--- src/rtl/spart_pkg.sv ---
// Shared defaults and capture-FSM state encoding for the SPART receive path.
package spart_pkg;

   localparam int SPART_DEPTH = 8;
   localparam int SPART_AW    = 3;
   localparam int SPART_WIDTH = 8;

   typedef enum logic [1:0] {
      IDLE     = 2'd0,
      ACK      = 2'd1,
      WAIT_CLR = 2'd2
   } cap_state_t;

endpackage

--- src/rtl/spart_fifo_mem.sv ---
// DEPTH x WIDTH storage: synchronous write port, asynchronous read port; contents are not reset.
module spart_fifo_mem
   import spart_pkg::*;
#(
   parameter int DEPTH = SPART_DEPTH,
   parameter int AW    = SPART_AW,
   parameter int WIDTH = SPART_WIDTH
) (
   input  logic             clk,
   input  logic             i_wr_en,
   input  logic [AW-1:0]    i_waddr,
   input  logic [WIDTH-1:0] i_wdata,
   input  logic [AW-1:0]    i_raddr,
   output logic [WIDTH-1:0] o_rdata
);

   logic [WIDTH-1:0] r_mem [DEPTH];

   always_ff @(posedge clk) begin
      if (i_wr_en) r_mem[i_waddr] <= i_wdata;
   end

   assign o_rdata = r_mem[i_raddr];

endmodule

--- src/rtl/spart_rx_fifo.sv ---
// Receive FIFO behind the SPART receiver: pops bytes via rda/rx_read, head shown fall-through.
// Latency: write edge -> dout valid next cycle; rda rise -> rx_read two cycles later.
// Backpressure: full FIFO withholds rx_read; with SPART_RX_FIFO_OVR_EN the byte is acked, dropped, overrun set.
module spart_rx_fifo
   import spart_pkg::*;
#(
   parameter int DEPTH = SPART_DEPTH,
   parameter int AW    = SPART_AW,
   parameter int WIDTH = SPART_WIDTH
) (
   input  logic             clk,
   input  logic             rst_n,
   input  logic             rda,
   input  logic [WIDTH-1:0] rx_data,
   output logic             rx_read,
   input  logic             rd_en,
   output logic [WIDTH-1:0] dout,
   output logic             empty,
   output logic             full,
   output logic [AW:0]      count,
   output logic             overrun,
   input  logic             clr_ovr
);

   localparam logic [AW:0] LP_DEPTH = (AW+1)'(DEPTH);

   cap_state_t       r_state;
   logic [AW-1:0]    r_wptr;
   logic [AW-1:0]    r_rptr;
   logic [AW:0]      r_count;
   logic             r_empty;
   logic             r_full;
   logic             r_rx_read;
   logic             w_push;
   logic             w_pop;
   logic             w_drop;
   logic [AW:0]      w_count_nxt;
   logic [WIDTH-1:0] w_head;

   assign w_push = (r_state == IDLE) && rda && !r_full;
   assign w_pop  = rd_en && !r_empty;

`ifdef SPART_RX_FIFO_OVR_EN
   logic r_overrun;

   assign w_drop = (r_state == IDLE) && rda && r_full;

   always_ff @(posedge clk or negedge rst_n) begin
      if (!rst_n)       r_overrun <= 1'b0;
      else if (clr_ovr) r_overrun <= 1'b0;
      else if (w_drop)  r_overrun <= 1'b1;
   end

   assign overrun = r_overrun;
`else
   logic w_unused_clr;

   assign w_drop       = 1'b0;
   assign w_unused_clr = clr_ovr;
   assign overrun      = 1'b0;
`endif

   always_comb begin
      w_count_nxt = r_count;
      case ({w_push, w_pop})
         2'b10:   w_count_nxt = r_count + 1'b1;
         2'b01:   w_count_nxt = r_count - 1'b1;
         default: w_count_nxt = r_count;
      endcase
   end

   // Flags are derived from the next count so they stay in step with it every cycle.
   always_ff @(posedge clk or negedge rst_n) begin
      if (!rst_n) begin
         r_wptr  <= '0;
         r_rptr  <= '0;
         r_count <= '0;
         r_empty <= 1'b1;
         r_full  <= 1'b0;
      end else begin
         if (w_push) r_wptr <= r_wptr + 1'b1;
         if (w_pop)  r_rptr <= r_rptr + 1'b1;
         r_count <= w_count_nxt;
         r_empty <= (w_count_nxt == '0);
         r_full  <= (w_count_nxt == LP_DEPTH);
      end
   end

   always_ff @(posedge clk or negedge rst_n) begin
      if (!rst_n) begin
         r_state   <= IDLE;
         r_rx_read <= 1'b0;
      end else begin
         case (r_state)
            IDLE: begin
               r_rx_read <= 1'b0;
               if (w_push || w_drop) r_state <= ACK;
            end
            ACK: begin
               r_rx_read <= 1'b1;
               r_state   <= WAIT_CLR;
            end
            WAIT_CLR: begin
               r_rx_read <= 1'b0;
               if (!rda) r_state <= IDLE;
            end
            default: begin
               r_rx_read <= 1'b0;
               r_state   <= IDLE;
            end
         endcase
      end
   end

   spart_fifo_mem #(
      .DEPTH (DEPTH),
      .AW    (AW),
      .WIDTH (WIDTH)
   ) u_mem (
      .clk     (clk),
      .i_wr_en (w_push),
      .i_waddr (r_wptr),
      .i_wdata (rx_data),
      .i_raddr (r_rptr),
      .o_rdata (w_head)
   );

   assign dout    = r_empty ? '0 : w_head;
   assign empty   = r_empty;
   assign full    = r_full;
   assign count   = r_count;
   assign rx_read = r_rx_read;

endmodule

--- config.mk ---
export PLATFORM = sky130hd
export DESIGN_NAME = spart_rx_fifo
export DESIGN_NICKNAME = d
export VERILOG_FILES = /design/src/rtl/spart_pkg.sv /design/src/rtl/spart_fifo_mem.sv /design/src/rtl/spart_rx_fifo.sv
export SDC_FILE = /design/constraint.sdc
export NUM_CORES = 1
export LEC_CHECK = 0
export BUFFER_PORTS_ARGS = -buffer_cell sky130_fd_sc_hd__buf_2
export CAP_MARGIN = 40
export CORE_ASPECT_RATIO = 1.2
export CORE_MARGIN = 8
export CORE_UTILIZATION = 59
export CTS_BUF_LIST = sky130_fd_sc_hd__clkbuf_16
export DETAILED_ROUTE_END_ITERATION = 6
export PLACE_DENSITY = 0.79
export SYNTH_ARGS = -nofsm -noshare
export SYNTH_HDL_FRONTEND = slang
export SYNTH_HIERARCHICAL = 1
export SYNTH_SLANG_ARGS = --single-unit
--- constraint.sdc ---
create_clock -name clk -period 2.9 [get_ports clk]
set_input_delay 0.145 -clock clk [delete_from_list [all_inputs] [get_ports clk]]
set_output_delay 0.145 -clock clk [all_outputs]
set_load 0.1 [all_outputs]
==> results.rst, run 1 <==
.. list-table::
   :header-rows: 1

   * - Metric
     - Value
   * - Type of destination of the critical path
     - flip-flop
   * - Status
     - complete, no violations
   * - Post-DR vias/cell
     - 5.91
   * - Most frequent cells after synthesis
     - edfxtp_1 (64), mux4_1 (15), dfrtp_1 (14)
   * - Mean post-synth cell area
     - 19.0 um2
   * - Total area of multi-input combinational cells
     - 995 um2
   * - Count of unique library cells instantiated by Yosys
     - 38
   * - Clock buffer count from CTS
     - 9
   * - Worst Hold Launch
     - rx_data[0]
   * - Headroom to the max-slew limit
     - 0.525
   * - Synth area leaders
     - edfxtp_1 (57%), mux4_1 (12%), dfrtp_1 (10%)
   * - Fraction of synthesized cell area taken by the top area cell type
     - 0.571
   * - Source-to-sink clock delay at the later pin of the worst-skew pair
     - 340 ps
   * - DRC Markers
     - 0
   * - Antenna fix cells
     - 0
   * - Timing-limited maximum frequency
     - 0.394 GHz
   * - Worst setup skew after layout
     - 10.4 ps
   * - Setup TNS
     - 0 ps
   * - Combinational family with the most area after synthesis
     - multiplexers
   * - RSZ-0062 raised after global routing
     - no
   * - Quantity of I/O buffers inserted on ports
     - 26
   * - Share of synthesized registers carrying an async set or reset
     - 0.190
   * - Max-slew violation count
     - 0
   * - 1st-pass router iterations
     - 4
   * - Syn-to-layout area delta
     - 16.1%
   * - Horizontal extent of the die
     - 84.9 um
   * - Post-synthesis net count
     - 195
   * - Most congested layer reported by global routing
     - met2
   * - Share of the yosys chip area belonging to registers
     - 0.683
   * - Arrival time reported for the critical path endpoint
     - 2790 ps
   * - Final routed wire length divided by cell count
     - 21.0 um
   * - Clock tree from TritonCTS
     - yes
   * - Setup Viol. Count Final
     - 0
   * - Dominant synthesized flop cell
     - edfxtp_1
   * - Actual transition at the worst max-transition pin
     - 712 ps
   * - Multiplexer fraction of the synthesized cell area
     - 0.161
   * - Most frequently used cell type in the post-synthesis netlist
     - edfxtp_1
   * - Mapped Area
     - 3360 um2
   * - Clock Sinks
     - 79
   * - Post-route ant nets
     - 0
   * - DIE AREA
     - 8380 um2
   * - Placeable Area
     - 5590 um2
   * - Category of the worst setup path launch point
     - flip-flop
   * - Number of max-capacitance violations reported
     - 0
   * - Antenna violations before repair
     - 0
   * - Footprint of the flip-flops and latches
     - 2300 um2
   * - Required time worst endpoint
     - 3150 ps
   * - DRC violation total after the first TritonRoute iteration
     - 110
   * - Boundary pin count
     - 29
   * - HPWL after detailed placement
     - 4020 um
   * - Met2 capacity usage during global routing
     - 0.262
   * - Met3 track demand over resource in global routing
     - 0.0558
   * - Root buffer cell
     - clkbuf_16
   * - Count of warnings emitted by yosys
     - 6
   * - Met1 track demand over resource
     - 0.159
   * - Worst Path Max Fanout
     - 10
   * - Clock input transition at the sequential cells of the worst setup and hold paths
     - 60 ps
   * - Largest net degree at the start of global routing
     - 18
   * - Largest area contributor in the netlist
     - edfxtp_1
   * - XOR/XNOR Fraction of Synth Area
     - 0.0208
   * - Number of enable-type register cells in the synthesized netlist
     - 64
   * - Placer congestion estimate
     - 0.827
   * - Final Critical Period
     - 2540 ps
   * - Layout net count
     - 236
   * - Deepest level of the CTS H-tree
     - 3
   * - Type of the setup path with the least slack
     - flip-flop to flip-flop
   * - Synthesized instance count
     - 177
   * - Share of cells above drive strength 1
     - 0.314
   * - Total congestion overflow
     - 0
   * - Number of hold violations in the final report
     - 0
   * - Launching instance or port of the critical path
     - empty$_DFF_PN1_
   * - GRT Overall Usage
     - 0.153
   * - First-pass GRT wire length
     - 9230 um
   * - Count of filler cells inserted in the layout
     - 375
   * - Compound-Gate Fraction of Synth Area
     - 0.0171
   * - Vias in the first global route
     - 1,823
   * - Std-Cell Rows
     - 30
   * - Initial standard-cell utilization of the core
     - 0.601
   * - Worst flop-to-flop path startpoint
     - empty$_DFF_PN1_
   * - Number of buffers on the longest clock path
     - 2
   * - Final cycle utilization of the critical path
     - 0.875
   * - Total of flip-flops plus latches after synthesis
     - 79
   * - Basic-gate share of the synthesized area counting and, or, nand and nor cells
     - 0.0774
   * - Die Y
     - 98.7 um
   * - Path type of the worst min-delay path
     - primary input to flip-flop
   * - Area share of fa/ha/maj cells after synthesis
     - 0.0186
   * - Routed via count
     - 1,695
   * - Final wirelength
     - 6020 um
   * - Number of setup buffers added after CTS
     - 0
## worst paths after layout
kind	endpoint	slack, ps	cells past startpoint
hold reg to reg	r_state[0]$_DFFE_PN0P_	500	1
min in group asynchronous	count[1]$_DFF_PN0_	250	2
setup / recovery	empty$_DFF_PN1_	360	8
setup reg to reg	empty$_DFF_PN1_	360	8
max in group asynchronous	empty$_DFF_PN1_	2350	2
hold / removal	u_mem/r_mem[4][0]$_DFFE_PP_	70	1
## cell families (layout without fill, tap and decap cells)
logic type / count (synthesis) / count (layout)
compound gates: 7 / 7
mux: 27 / 27
fa+ha+maj: 5 / 5
simple gates: 41 / 41
other cells: 1 / 1
buf+inv: 9 / 55
xor+xnor: 8 / 8
flops: 79 / 79
## critical path: stages, from the launching register on
cell and delay, ps:
dfstp_2 670, nor2b_1 160, ha_1 270, xor2_1 190
ha_1 300, nor3b_1 280, nor2_1 90, a211o_1 310
a211oi_2 190
## through the flow
step	instances	setup slack, ps	hold slack [ps]	instance area, um2	utilization
2_1_floorplan	177	189	-151	3360	-
3_3_place_gp	270	475	58.7	3590	0.641
3_5_place_dp	270	362	69.0	3590	0.641
4_1_cts	287	338	62.6	3910	0.698
5_1_grt	287	178	83.8	3910	0.698
6_report	287	362	67.6	3910	0.698
## routing by layer
| metal | routed length, um | up-vias |
|---|---|---|
| met5 | 0 | - |
| met4 | 94 | 0 |
| met3 | 304 | 10 |
| met2 | 3330 | 45 |
| met1 | 2280 | 855 |
| li1 | - | 785 |
## state kept, by name, indices dropped and copies added, names as in the netlist
name / flops
count: 4
empty: 1
full: 1
r_rptr: 3
r_state: 2
r_wptr: 3
rx_read: 1
u_mem/r_mem: 64
## final cells by class
class	instances	area share
sequential	79	0.589
multi-input combinational	89	0.255
clock buffer	9	0.0577
timing repair buffer	37	0.0551
clock inverter	7	0.0211
tap	64	0.0205
inverter	2	0.00192
## timing repair
item / in CTS / in global routing
hold buffers: 1 / 0
endpoints found under the setup margin: 0 / 0
resized for setup: 0 / 0
hold endpoints to repair: 15 / 0
## placed cells by master, fill, tap and decap left out, drive strengths merged, types with 2 or more instances in the layout
cell,instances
edfxtp,64
a21oi,2
clkinv,3
a211o,2
nor3,3
xor2,3
mux2,11
ha,5
xnor2,5
nor2b,10
mux4,16
nand2b,5
nand2,5
inv,4
buf,36
nor4b,2
dfrtp,14
bufinv,2
nor3b,2
nor2,7
clkbuf,9
Power of run 1 is left out: the tool's default activity adds up to more than one toggle a clock period on the data nets, which glitch-free logic cannot reach.
==> run 2, diff against run 1 <==
--- a/config.mk
+++ b/config.mk
@@ -5,14 +5,18 @@
 export SDC_FILE = /design/constraint.sdc
 export NUM_CORES = 1
 export LEC_CHECK = 0
+export ABC_AREA = 1
 export BUFFER_PORTS_ARGS = -buffer_cell sky130_fd_sc_hd__buf_2
 export CAP_MARGIN = 40
+export CELL_PAD_IN_SITES_DETAIL_PLACEMENT = 1
+export CELL_PAD_IN_SITES_GLOBAL_PLACEMENT = 1
 export CORE_ASPECT_RATIO = 1.2
 export CORE_MARGIN = 8
-export CORE_UTILIZATION = 59
+export CORE_UTILIZATION = 46
 export CTS_BUF_LIST = sky130_fd_sc_hd__clkbuf_16
 export DETAILED_ROUTE_END_ITERATION = 6
-export PLACE_DENSITY = 0.79
+export HOLD_SLACK_MARGIN = 0.1
+export PLACE_DENSITY_LB_ADDON = 0.1
 export SYNTH_ARGS = -nofsm -noshare
 export SYNTH_HDL_FRONTEND = slang
 export SYNTH_HIERARCHICAL = 1
==> run 2 against run 1 <==
Worst hold slack better by 130 ps. Wire length is 37% higher. Global-route usage increased by 0.77 points. Die area up 35%. Count of clock-buffer cells in the layout stayed put. Non-clock buffer count is 9 higher. Cell count grew 87%. Synthesized cell count up 120%. Core utilization decreased by 15 points. Sequential cell count unchanged. First-iteration DRC count fell by 28%. Worst setup slack better by 68 ps.
==> results.rst, run 2 <==
.. list-table::
   :header-rows: 1

   * - Metric
     - Value
   * - Status
     - complete, no violations
   * - Cell repeated most along the worst path
     - nand2_1
   * - Combinational family with the most area after synthesis
     - simple AND/OR/NAND/NOR gates
   * - Initial standard-cell utilization of the core
     - 0.466 (-0.135)
   * - Mapped Area
     - 3740 um2 (+11%)
   * - Placer congestion estimate
     - 0.720 (-13%)
   * - Worst Path Max Fanout
     - 33 (+23)
   * - Category of the worst setup path launch point
     - flip-flop
   * - Layout net count
     - 455 (+93%)
   * - Deepest level of the CTS H-tree
     - 3 (unchanged)
   * - Clock Sinks
     - 79 (unchanged)
   * - Final wirelength
     - 8250 um (+37%)
   * - Type of destination of the critical path
     - output port
   * - Multiplexer fraction of the synthesized cell area
     - 0.00301 (-0.158)
   * - Cell breakdown of the critical path
     - buf_4 -> inv_4 -> nand2_1 -> nand3_1 -> nand2_1 -> nand2_1 -> nand2_1 -> inv_1 -> nor2_1 -> buf_2
   * - Vias in the first global route
     - 2,760 (+51%)
   * - Cell family with the largest share of critical-path delay
     - buffers and inverters
   * - Number of enable-type register cells in the synthesized netlist
     - 64 (unchanged)
   * - DIE AREA
     - 11,300 um2 (+35%)
   * - Total of flip-flops plus latches after synthesis
     - 79 (unchanged)
   * - Register with the highest flop count
     - u_mem/r_mem
   * - Total congestion overflow
     - 0 (unchanged)
   * - Die Y
     - 115 um (+16%)
   * - Clock tree from TritonCTS
     - yes
   * - Compound-Gate Fraction of Synth Area
     - 0.00837 (-0.00875)
   * - Layout Cells excl Fill
     - 537 (+87%)
   * - 1st-pass router iterations
     - 4 (unchanged)
   * - Placeable Area
     - 8020 um2 (+43%)
   * - Final routed wire length divided by cell count
     - 15.4 um (-27%)
   * - Worst Hold Margin
     - 199 ps (+131 ps)
   * - Type of the setup path with the least slack
     - flip-flop to output port
   * - Post-DR vias/cell
     - 4.76 (-19%)
   * - Synthesized instance count
     - 393 (+120%)
   * - Most frequent cells after synthesis
     - nand2_1 (125), inv_1 (82), edfxtp_1 (64)
   * - GRT Overall Usage
     - 0.161 (+0.00768)
   * - Basic-gate share of the synthesized area counting and, or, nand and nor cells
     - 0.221 (+0.144)
   * - Area share of fa/ha/maj cells after synthesis
     - 0.0167 (-0.00187)
   * - Post-route ant nets
     - 0 (unchanged)
   * - Number of flip-flops under the largest register name
     - 64 (unchanged)
   * - Worst setup skew after layout
     - 6.00 ps (-4.37 ps)
   * - Mean post-synth cell area
     - 9.51 um2 (-50%)
   * - Antenna fix cells
     - 0 (unchanged)
   * - Synth area leaders
     - edfxtp_1 (51%), nand2_1 (13%), dfrtp_1 (9.4%)
   * - Count of warnings emitted by yosys
     - 6 (unchanged)
   * - Clock buffer count from CTS
     - 9 (unchanged)
   * - Crit-path max cell delay
     - 430 ps (-240 ps)
   * - Dominant synthesized flop cell
     - edfxtp_1
   * - Leading cell type in the layout, fill and taps excluded
     - nand2_1
   * - Boundary pin count
     - 29 (unchanged)
   * - Slowest cell on the critical path
     - buf_2
   * - Setup Viol. Count Final
     - 0 (unchanged)
   * - Count of filler cells inserted in the layout
     - 915 (+140%)
   * - Share of cells above drive strength 1
     - 0.161 (-0.153)
   * - Count of buffering cells on the critical path with inverters included
     - 4 (+4)
   * - Root buffer cell
     - clkbuf_16
   * - Share of the yosys chip area belonging to registers
     - 0.615 (-0.0686)
   * - Cts-stage hold buffer count
     - 10 (+9)
   * - Final cycle utilization of the critical path
     - 0.852 (-0.0236)
   * - Commonest cells after routing, fill and taps aside
     - nand2_1 (125), inv_1 (85), edfxtp_1 (64)
   * - Syn-to-layout area delta
     - 16.5%
   * - Clock input transition at the sequential cells of the worst setup and hold paths
     - 60 ps (about the same)
   * - Routed via count
     - 2,557 (+51%)
   * - Timing-limited maximum frequency
     - 0.405 GHz (+2.8%)
   * - DRC violation total after the first TritonRoute iteration
     - 79 (-28%)
   * - Setup TNS
     - 0 ps (unchanged)
   * - Path type of the worst min-delay path
     - primary input to flip-flop
   * - Most frequently used cell type in the post-synthesis netlist
     - nand2_1
   * - Max-slew violation count
     - 0 (unchanged)
   * - First-pass GRT wire length
     - 13,600 um (+47%)
   * - Number of buffers on the longest clock path
     - 2 (unchanged)
   * - Largest net degree at the start of global routing
     - 34 (+16)
   * - DRC Markers
     - 0 (unchanged)
   * - Number of hold violations in the final report
     - 0 (unchanged)
   * - Horizontal extent of the die
     - 98.3 um (+16%)
   * - HPWL after detailed placement
     - 5360 um (+33%)
   * - Quantity of I/O buffers inserted on ports
     - 26 (unchanged)
   * - Fraction of synthesized cell area taken by the top area cell type
     - 0.514 (-0.0574)
   * - Placed cells
     - 511 (+89%)
   * - Number of setup buffers added after CTS
     - 0 (unchanged)
   * - Final Critical Period
     - 2470 ps (-68.5 ps)
   * - RSZ-0062 raised after global routing
     - no
   * - Antenna violations before repair
     - 0 (unchanged)
   * - Post-synthesis net count
     - 411 (+110%)
   * - XOR/XNOR Fraction of Synth Area
     - 0.0161 (-0.00477)
   * - Std-Cell Rows
     - 36 (+20%)
   * - Count of unique library cells instantiated by Yosys
     - 27 (-29%)
   * - Arrival time reported for the critical path endpoint
     - 2320 ps (-470 ps)
   * - Required time worst endpoint
     - 2760 ps (-390 ps)
   * - Largest area contributor in the netlist
     - edfxtp_1
   * - Number of max-capacitance violations reported
     - 0 (unchanged)
   * - Source-to-sink clock delay at the later pin of the worst-skew pair
     - 340 ps (about the same)
   * - Cts repair resizes
     - 0 (unchanged)
   * - Share of synthesized registers carrying an async set or reset
     - 0.190 (unchanged)
==> run 2: changes by cell type after synthesis, sizes merged, moves of 3 or more <==
cell    change
buf         +7
inv        +86
mux2       -10
mux4       -16
nand2     +124
nand2b      -5
nand3      +41
nor2       +17
nor2b      -10
nor3        -3
==> run 2: layout make-up <==
type                    count  area (um2)  area share
repair buffers             46         305      0.0701
well taps                  95         119      0.0273
flip-flops and latches     79        2300       0.528
clock buffers               9         225      0.0517
inverters                  88         333      0.0764
clock inverters             7        81.3      0.0187
multi-input cells         213         995       0.228
==> run 2: through the flow <==
stage / setup WS [ps] / utilization / area, um2
finish: 430 / 0.543 / 4360
global route: 257 / 0.543 / 4360
CTS: 389 / 0.543 / 4360
detailed placement: 594 / 0.493 / 3950
global placement: 697 / 0.493 / 3950
floorplan: 480 / - / 3740
==> run 2: final timing paths <==
path / endpoint / cells past startpoint / start / slack (ps)
worst min register to register: rx_read$_DFF_PN0_ / 1 / r_state[1]$_DFFE_PN0P_ / 480
worst max-delay path: dout[4] / 10 / r_rptr[0]$_DFFE_PN0P_ / 430
min in group asynchronous: r_rptr[1]$_DFFE_PN0P_ / 2 / rst_n / 230
worst max register to register: full$_DFF_PN0_ / 11 / empty$_DFF_PN1_ / 610
max in group asynchronous: empty$_DFF_PN1_ / 2 / rst_n / 2370
worst min-delay path: r_rptr[0]$_DFFE_PN0P_ / 4 / rd_en / 200
==> run 2: logic make-up (layout without fill, tap and decap cells) <==
group | count (synthesis) | after routing
fa+ha+maj | 5 | 5
simple gates | 195 | 195
compound gates | 5 | 5
flops | 79 | 79
buf+inv | 101 | 150
other cells | 1 | 1
mux | 1 | 1
xor+xnor | 6 | 6
==> run 2: worst register-to-register path, cell delays in order, from the launching register on <==
cell and delay, ps:
dfstp_2 690, nor2_2 130, ha_1 260, nor2_2 170, nor2_4 60, ha_1 170
a21oi_1 170, inv_1 70, nand2_1 70, nand3_1 90, o211ai_1 160, nor2_1 110
==> run 2: metal layers <==
layer | GRT usage | routed length, um | vias up
met5 | 0 | 0 | -
met4 | 0.0862 | 172 | 0
met1 | 0.163 | 3380 | 1222
met2 | 0.308 | 4480 | 34
li1 | - | - | 1288
met3 | 0.0248 | 211 | 13
Power of run 2 is left out for the same reason.
